`src/rtl/adc_frame_capture_if.sv`:
```
// adc_frame_capture_if: valid/ready complex sample stream from the capture buffer to the receiver.
interface adc_frame_capture_if #(parameter int DATA_W = 14);
    logic [DATA_W-1:0] out_real;
    logic [DATA_W-1:0] out_imag;
    logic              out_valid;
    logic              out_ready;
    logic              out_last;
    modport master (output out_real, out_imag, out_valid, out_last, input out_ready);
    modport slave  (input out_real, out_imag, out_valid, out_last, output out_ready);
endinterface

```
`src/rtl/adc_frame_capture.sv`:
```
// adc_frame_capture: ADC code conversion, energy trigger, single-frame capture and stream replay.
// Define ADC_OVERRANGE_EN to add the adc_or_a/adc_or_b inputs and the sticky frame_ovr output.
module adc_frame_capture #(
    parameter int DATA_W    = 14,
    parameter int FRAME_LEN = 64,
    parameter int HOLD_CNT  = 4
) (
    input  logic              clk,
    input  logic              reset,
    input  logic [DATA_W-1:0] adc_real,
    input  logic [DATA_W-1:0] adc_imag,
    input  logic              adc_offset_bin,
    input  logic              arm,
    input  logic [DATA_W:0]   threshold,
`ifdef ADC_OVERRANGE_EN
    input  logic              adc_or_a,
    input  logic              adc_or_b,
    output logic              frame_ovr,
`endif
    adc_frame_capture_if.master s,
    output logic              busy,
    output logic              frame_done
);
    localparam int AW = $clog2(FRAME_LEN);
    typedef enum logic [1:0] {IDLE, ARMED, CAPTURE, DRAIN} state_t;
    state_t              state_q, state_d;
    logic [DATA_W-1:0]   re_q, re_d, im_q, im_d;
    logic [3:0]          hold_q, hold_d;
    logic [AW-1:0]       addr_q, addr_d, ra_q, ra_d, wa;
    logic                rd_vld_q, rd_vld_d;
    logic [2*DATA_W-1:0] rd_q, out_q, out_d;
    logic                out_valid_q, out_valid_d, out_last_q, out_last_d;
    logic                frame_done_q, frame_done_d;
    logic [DATA_W:0]     re_x, im_x, energy;
    logic                trig, we, hs, load;
    logic [2*DATA_W-1:0] mem [FRAME_LEN];
    always_comb begin
        re_d = {adc_real[DATA_W-1] ^ adc_offset_bin, adc_real[DATA_W-2:0]};
        im_d = {adc_imag[DATA_W-1] ^ adc_offset_bin, adc_imag[DATA_W-2:0]};
        // One extra bit lets |-2^(DATA_W-1)| be represented exactly
        re_x = {re_q[DATA_W-1], re_q};
        im_x = {im_q[DATA_W-1], im_q};
        energy = (re_x[DATA_W] ? -re_x : re_x) + (im_x[DATA_W] ? -im_x : im_x);
        trig = state_q == ARMED && energy >= threshold && hold_q + 4'd1 == 4'(HOLD_CNT);
        we = trig || state_q == CAPTURE;
        wa = trig ? '0 : addr_q;
        hs = out_valid_q && s.out_ready;
        load = state_q == DRAIN && rd_vld_q && (!out_valid_q || (hs && !out_last_q));
        state_d = state_q;
        hold_d = 4'd0;
        addr_d = '0;
        case (state_q)
            IDLE: state_d = arm ? ARMED : IDLE;
            ARMED: begin
                hold_d = energy >= threshold ? hold_q + 4'd1 : 4'd0;
                if (trig) begin
                    state_d = CAPTURE;
                    addr_d = AW'(1);
                end
            end
            CAPTURE: begin
                addr_d = addr_q + AW'(1);
                if (addr_q == AW'(FRAME_LEN - 1)) state_d = DRAIN;
            end
            default: if (hs && out_last_q) state_d = IDLE;
        endcase
        // ra tracks the address whose data sits in rd_q, so a load prefetches the next one
        ra_d = state_q == DRAIN ? ra_q + AW'(load) : '0;
        rd_vld_d = state_q == DRAIN && state_d == DRAIN;
        out_d = load ? rd_q : out_q;
        out_last_d = load ? (ra_q == AW'(FRAME_LEN - 1)) : (out_last_q && !hs);
        out_valid_d = load || (out_valid_q && !hs);
        frame_done_d = hs && out_last_q;
    end
    always_ff @(posedge clk) begin
        if (reset) begin
            state_q <= IDLE;
            re_q <= '0;
            im_q <= '0;
            hold_q <= '0;
            addr_q <= '0;
            ra_q <= '0;
            rd_vld_q <= 1'b0;
            out_q <= '0;
            out_valid_q <= 1'b0;
            out_last_q <= 1'b0;
            frame_done_q <= 1'b0;
        end else begin
            state_q <= state_d;
            re_q <= re_d;
            im_q <= im_d;
            hold_q <= hold_d;
            addr_q <= addr_d;
            ra_q <= ra_d;
            rd_vld_q <= rd_vld_d;
            out_q <= out_d;
            out_valid_q <= out_valid_d;
            out_last_q <= out_last_d;
            frame_done_q <= frame_done_d;
        end
    end
    always_ff @(posedge clk) begin
        if (we) mem[wa] <= {re_q, im_q};
        rd_q <= mem[ra_d];
    end
`ifdef ADC_OVERRANGE_EN
    logic or_q, or_d, ovr_q, ovr_d;
    always_comb begin
        or_d = adc_or_a | adc_or_b;
        ovr_d = state_q != IDLE && (ovr_q || (we && or_q));
    end
    always_ff @(posedge clk) begin
        if (reset) begin
            or_q <= 1'b0;
            ovr_q <= 1'b0;
        end else begin
            or_q <= or_d;
            ovr_q <= ovr_d;
        end
    end
    assign frame_ovr = ovr_q;
`endif
    assign s.out_real = out_q[2*DATA_W-1:DATA_W];
    assign s.out_imag = out_q[DATA_W-1:0];
    assign s.out_valid = out_valid_q;
    assign s.out_last = out_last_q;
    assign busy = state_q != IDLE;
    assign frame_done = frame_done_q;
endmodule

```
`src/flat_wrapper.sv`:
```
// flat-port wrapper written by rule: the top's interface ports become plain ports
module adc_frame_capture_flat 
#(
    parameter int DATA_W    = 14,
    parameter int FRAME_LEN = 64,
    parameter int HOLD_CNT  = 4
)
  (clk, reset, adc_real, adc_imag, adc_offset_bin, arm, threshold, busy, frame_done, s_out_real, s_out_imag, s_out_valid, s_out_last, s_out_ready);
  adc_frame_capture_if #(.DATA_W(DATA_W)) s_i ();
  input  logic clk;
  input  logic reset;
  input  logic [DATA_W-1:0] adc_real;
  input  logic [DATA_W-1:0] adc_imag;
  input  logic adc_offset_bin;
  input  logic arm;
  input  logic [DATA_W:0] threshold;
  output logic busy;
  output logic frame_done;
  output wire logic [$bits(s_i.out_real)-1:0] s_out_real;
  output wire logic [$bits(s_i.out_imag)-1:0] s_out_imag;
  output wire logic [$bits(s_i.out_valid)-1:0] s_out_valid;
  output wire logic [$bits(s_i.out_last)-1:0] s_out_last;
  input wire logic [$bits(s_i.out_ready)-1:0] s_out_ready;
  assign s_out_real = s_i.out_real;
  assign s_out_imag = s_i.out_imag;
  assign s_out_valid = s_i.out_valid;
  assign s_out_last = s_i.out_last;
  assign s_i.out_ready = s_out_ready;
  adc_frame_capture #(.DATA_W(DATA_W), .FRAME_LEN(FRAME_LEN), .HOLD_CNT(HOLD_CNT)) u_core (.clk(clk), .reset(reset), .adc_real(adc_real), .adc_imag(adc_imag), .adc_offset_bin(adc_offset_bin), .arm(arm), .threshold(threshold), .s(s_i), .busy(busy), .frame_done(frame_done));
endmodule
```
`config.mk`:
```
export PLATFORM = sky130hd
export DESIGN_NAME = adc_frame_capture_flat
export DESIGN_NICKNAME = d
export VERILOG_FILES = /design/src/rtl/adc_frame_capture_if.sv /design/src/rtl/adc_frame_capture.sv /design/src/flat_wrapper.sv
export SDC_FILE = /design/constraint.sdc
export NUM_CORES = 2
export LEC_CHECK = 0
export BUFFER_PORTS_ARGS = -buffer_cell sky130_fd_sc_hd__buf_2
export CELL_PAD_IN_SITES_DETAIL_PLACEMENT = 1
export CELL_PAD_IN_SITES_GLOBAL_PLACEMENT = 1
export CORE_AREA = 3 3 463 465
export DETAILED_ROUTE_END_ITERATION = 10
export DIE_AREA = 0 0 466 468
export PLACE_DENSITY = 0.57
export SLEW_MARGIN = 5
export SYNTH_ARGS = -nofsm -noshare
export SYNTH_HDL_FRONTEND = slang
export SYNTH_SLANG_ARGS = --single-unit
```
`constraint.sdc`:
```
create_clock -name clk -period 23.9 [get_ports clk]
set_input_delay 4.78 -clock clk [delete_from_list [all_inputs] [get_ports clk]]
set_output_delay 4.78 -clock clk [all_outputs]
set_load 0.005 [all_outputs]
```
### Word level (Yosys, flattened, before mapping)

Memories as Yosys holds them, arrays and structs flattened. A register that Yosys moved wholly into a read port is not among the register bits.
Index checks and enable logic that the tools add are counted.
W data, S select, Z words.

* register bits: 78
* bits in latches: 0
* bits in writable memories: 1792
* bits in read-only memories: 0
* bits of input ports: 48
* output and inout bits: 32
* memories kept: 1

Memories
* u_core.mem: words 64, width 28, rd ports 1, clocked after Yosys merged registers in 1, write ports 1, RTL line adc_frame_capture.sv:36 `logic [2*DATA_W-1:0] mem [FRAME_LEN];`

* add/subtract/negate cells: 6
* multipliers: 0
* divide/modulo/power cells: 0
* $lt $le $gt $ge: 1
* eq/ne operators: 7
* shifts and indexed selects: 0
* mux-type cells: 14
* bitwise logic cells: 4
* reduce and logical (&&, ||, !) cells: 19

Operator list (number)
* $mux W15: 2
* $neg A15 Y15: 2
* $add A15 B15 Y15: 1
* $ge A15 B15 Y1: 1
* $eq A6 B6 Y1 const B: 2
* $mux W6: 2
* $pmux W6 S2: 1
* $logic_and A1 B1 Y1: 10
* $add A6 B1 Y6: 1
* $add A6 B1 Y6 const B: 1
* $eq A2 B2 Y1 const B: 3
* $mux W2: 3
* $pmux W2 S3: 1
* $mux W1: 5
* $add A4 B1 Y4 const B: 1
* $eq A4 B3 Y1 const B: 1
* $logic_not A1 Y1: 3
* $logic_or A1 B1 Y1: 3
* $reduce_or A3 Y1: 1
* $eq A2 B1 Y1 const B: 1
* $logic_not A2 Y1: 1
* $not A1 Y1: 2
* $reduce_bool A2 Y1: 1
* $xor A1 B1 Y1: 2

### Logic depth before layout (Yosys ltp)

* depth after elaboration: 10
* depth in mapped cells: 25

### Worst setup path before layout

No wires, ideal clock.

* path type: input to register
* from: input threshold[4]
* to: memory u_core.mem[39][0] (netlist name) (enable)
* setup time: 0.448 ns
* arrival time: 8.396 ns
* data required time: 23.452 ns
* setup slack: 15.056 ns
* stages on the path: 12
* buffers on the path: 2
* cells stage by stage: inv_1 ha_1 a21o_1 a21o_1 a21oi_1 o21ai_0 a21oi_1 or2_2 clkbuf_1 clkbuf_1 nand2_1 nor3_1

* cells in the longest elaborated chain, start to end: 6

Ends and longest elaborated chain
* start: declaration: RTL line flat_wrapper.sv:16 `input logic [DATA_W:0] threshold;`
* $ge A15 B15 Y1 *: RTL line adc_frame_capture.sv:44 `trig = state_q == ARMED && energy >= threshold && hold_q + 4'd1 == 4'(HOLD_CNT);`
* $logic_and A1 B1 Y1 * (2 in series): RTL line adc_frame_capture.sv:44
* $logic_or A1 B1 Y1: RTL line adc_frame_capture.sv:45 `we = trig || state_q == CAPTURE;`
* $mux W1: RTL line adc_frame_capture.sv:103 `if (we) mem[wa] <= {re_q, im_q};`
* $mux W1 (not written as such): RTL line adc_frame_capture.sv:103
* end: declaration: RTL line adc_frame_capture.sv:36

Mark *: on every way between the ends. The rest lies on a longest branch, timed or not.

### Final worst setup path

* from: input s_out_ready
* to: register u_core.rd_q[27] (read register of u_core.mem)

* cells in the longest elaborated chain, start to end: 6

Ends and longest elaborated chain
* start: declaration: RTL line flat_wrapper.sv:23 `input wire logic [$bits(s_i.out_ready)-1:0] s_out_ready;`
* $logic_and A1 B1 Y1: RTL line adc_frame_capture.sv:47 `hs = out_valid_q && s.out_ready;`
* $logic_and A1 B1 Y1: RTL line adc_frame_capture.sv:48 `load = state_q == DRAIN && rd_vld_q && (!out_valid_q || (hs && !out_last_q));`
* $logic_or A1 B1 Y1: RTL line adc_frame_capture.sv:48
* $logic_and A1 B1 Y1: RTL line adc_frame_capture.sv:48
* $add A6 B1 Y6: RTL line adc_frame_capture.sv:68 `ra_d = state_q == DRAIN ? ra_q + AW'(load) : '0;`
* $mux W6: RTL line adc_frame_capture.sv:68
* end: declaration: RTL line adc_frame_capture.sv:31 `logic [2*DATA_W-1:0] rd_q, out_q, out_d;`

Every way passes these cells.
A chain may end at the register's enable or synchronous reset.

==> flow_summary.yaml <==
setup_path:
  crit_arrival_ns: 10.71
  cp-start-kind: "input port"
  r2r_start: "u_core.im_q[0]"
  ff2ff_setup_slack_ns: 15.78
  required_ns: 24.63
  timing.rr.end: "u_core.mem[27][1]"
  r2r_cells: 23
  critPathKind: "input port to flop"
  endpoint_kind: "flop"
  crit_fanout: 50
power:
  power.density_mw_per_mm2: 81.2
  leakage_nw: 27.8
  peakVddDrop_mv: 0.0740
routing:
  drt_iter0_markers: 5002
  wl_per_cell_um: 31.9
  first_pass_iters: 5
  drc_errors: 0
  vias: 41900
  drtAntennaViolNets: 0
  viasPerCell: 5.73
  wirelength_um: 233000
sta:
  finalHoldViolations: 0
  hold_ws_ns: 0.444
  fmax_mhz: 100
  skew_ns: 0.0349
  period_minus_slack_ns: 9.98
  worst_slew_pin_slew_ns: 1.21
  finalCritPeriodShare_pct: 41.8
  finalSetupViolCount: 0
  tns_ns: 0
  rsz0062_at_grt: "no"
  slew_violations: 0
  max_slew_margin_pct: 19.0
clock_network:
  clock-sinks: 1898
  hold_buffers: 0
  ctsResizeCount: 0
  cts_root_buf: "clkbuf_16"
  path_clk_slew_ns: 0.06
  h-tree-depth: 4
  post-cts-setup-buffers: 0
  cts.path.max_buffers: 3
  tritoncts: "yes"
  cts_buffers: 196
  clock_latency_ns: 0.84
hold_path:
  min-delay-start: "u_core.rd_q[12]"
  hold_depth: 2
  whs_endpoint: "u_core.out_q[12]"
  hold_path.class: "flop to flop"
cells_and_area:
  final_net_count: 4426
  drive_gt1_share_pct: 19.0
  synthToLayoutAreaGrowth_pct: 14.7
yosys:
  ys_warn_count: 0
  syn_avg_cell_area_um2: 17.5
  synth_edf_count: 1792
  seq_area_frac_synth_pct: 76.1
  syn-cell-area_mm2: 0.0735
  synth_flop_cell: "edfxtp_1"
  synthArstFlopShare_pct: 0
  syn_nets: 4296
  yosysTopAreaCell: "edfxtp_1"
  synthTopCellsByCount: "1,792 x edfxtp_1, 327 x nand2_1, 242 x mux4_2"
  syn_inst: 4205
  synth_most_common_cell: "edfxtp_1"
  ys_seq_elements: 1898
  synth_area_leaders: "edfxtp_1 73%, mux4_2 7.4%, dfxtp_1 2.9%, o221ai_1 2.0%, nand2_1 1.7%"
  yosysUniqueCellTypes: 60
  synth_top_area_share_pct: 73.2
global_routing:
  grt_max_degree: 144
  overflow: 0
  grtUsageTotal_pct: 21.1
  grt_pass1_wl_um: 330000
  grt_pass1_vias: 42700
  grt_antenna_before_repair: 15
floorplanning:
  core_area_mm2: 0.210
  die_w_um: 466
  ios: 80
  die_h_um: 468
  die_area_mm2: 0.218
  initial_core_util_pct: 35.0
  rows: 168
outcome:
  status: "complete, no violations"
placed_design:
  dpl.hpwl_um: 128000
  port-buffer-count: 79
  gp_congestion: 0.794
run:
  cap_violations: 0
-- placed cells by master (no fill, tap or decap), types with 11 or more instances in the layout --
cell,synthesis,final
a211oi_1,56,56
a21o_1,11,11
a21oi_1,155,155
a221o_1,28,28
a22oi_1,28,28
a311o_1,28,28
a31oi_1,84,84
and3_1,37,35
buf_2,68,78
buf_4,4,134
bufinv_16,0,17
clkbuf_1,178,49
clkbuf_16,0,198
clkbuf_8,0,12
clkinv_1,0,42
clkinv_2,0,28
dfxtp_1,106,78
dfxtp_2,0,25
edfxtp_1,1792,1792
ha_1,42,39
inv_1,36,35
mux2i_1,29,28
mux4_2,242,242
nand2_1,327,325
nand3_1,240,240
nor2_1,98,33
nor2_2,1,13
nor2_4,0,53
nor2b_1,34,34
nor3_1,36,34
o21ai_0,76,68
o221ai_1,168,168
o22ai_1,114,114
o31ai_1,34,34
xnor2_1,33,31
-- state kept, by name, summed over array words and instances (netlist names), 2 cells and up --
| signal | flops |
|---|---|
| u_core.addr_q | 6 |
| u_core.hold_q | 4 |
| u_core.im_q | 14 |
| u_core.mem | 1792 |
| u_core.out_q | 28 |
| u_core.ra_q | 6 |
| u_core.rd_q | 28 |
| u_core.re_q | 14 |
| u_core.state_q | 2 |
-- through the flow --
stage	util [%]	total power [mW]	instance area [um^2]	setup WS (ns)	instances
6_report	40.1	6.84	84300	13.92	7316
5_1_grt	40.1	7.04	84300	13.58	7310
4_1_cts	40.1	6.90	84300	13.94	7308
3_5_place_dp	37.1	3.86	77900	13.03	6942
3_3_place_gp	37.1	3.86	77900	13.15	6942
2_1_floorplan	-	3.79	73500	15.06	4205
-- critical path: stages --
cell and delay, ns:
buf_2 0.15, nand2_1 0.07, a21o_1 0.11, buf_4 0.36
inv_1 0.61, ha_4 0.54, inv_6 0.15, nor2_4 0.52
buf_4 0.72, buf_4 0.80, mux4_2 0.59, a221o_1 0.31
o31ai_1 0.08, a31oi_1 0.36, a311o_1 0.44
-- final cells by class --
cell class / instances / area, um^2
Tap cell: 2805 / 3510
Timing Repair Buffer: 218 / 1520
Antenna cell: 8 / 20.0
Clock inverter: 102 / 1000
Multi-Input combinational cell: 1984 / 16800
Sequential cell: 1898 / 56000
Fill cell: 20400 / 126000
Inverter: 37 / 144
Clock buffer: 264 / 5340
-- worst max-delay path by stage --
stage,slack (ns),from,end
final,13.92,s_out_ready,u_core.rd_q[27]
after global routing,13.58,s_out_ready,u_core.rd_q[27]
after CTS,13.94,s_out_ready,u_core.rd_q[27]
after detailed placement,13.03,s_out_ready,u_core.rd_q[27]
after global placement,13.15,s_out_ready,u_core.rd_q[27]
after floorplan,15.06,threshold[4],u_core.mem[39][0]
-- routing by layer --
metal / GRT usage [%] / routed length (um) / vias to the layer above
met5: 0 / 0 / -
met4: 6.00 / 6330 / 0
met3: 2.91 / 14000 / 290
met2: 34.7 / 113000 / 1539
met1: 29.4 / 99500 / 22700
li1: - / - / 17400
-- report_power, final --
| group | leakage [nW] | internal [mW] | switching (mW) | total [mW] |
|---|---|---|---|---|
| registers | 18.9 | 3.64 | 0.00723 | 3.65 |
| logic | 5.81 | 0.0373 | 0.106 | 0.143 |
| clock network | 3.11 | 1.75 | 1.30 | 3.05 |
-- cells by family after synthesis --
group / after synthesis / synth area share [%]
buffers and inverters: 323 / 1.84
adders and majority gates: 43 / 0.742
muxes: 282 / 8.18
DFF: 1898 / 76.1
AOI/OAI and AO/OA: 801 / 7.56
and+or+nand+nor: 814 / 5.09
xor gates and xnor gates: 44 / 0.524
No activity file was read; power rests on OpenSTA's default activity.
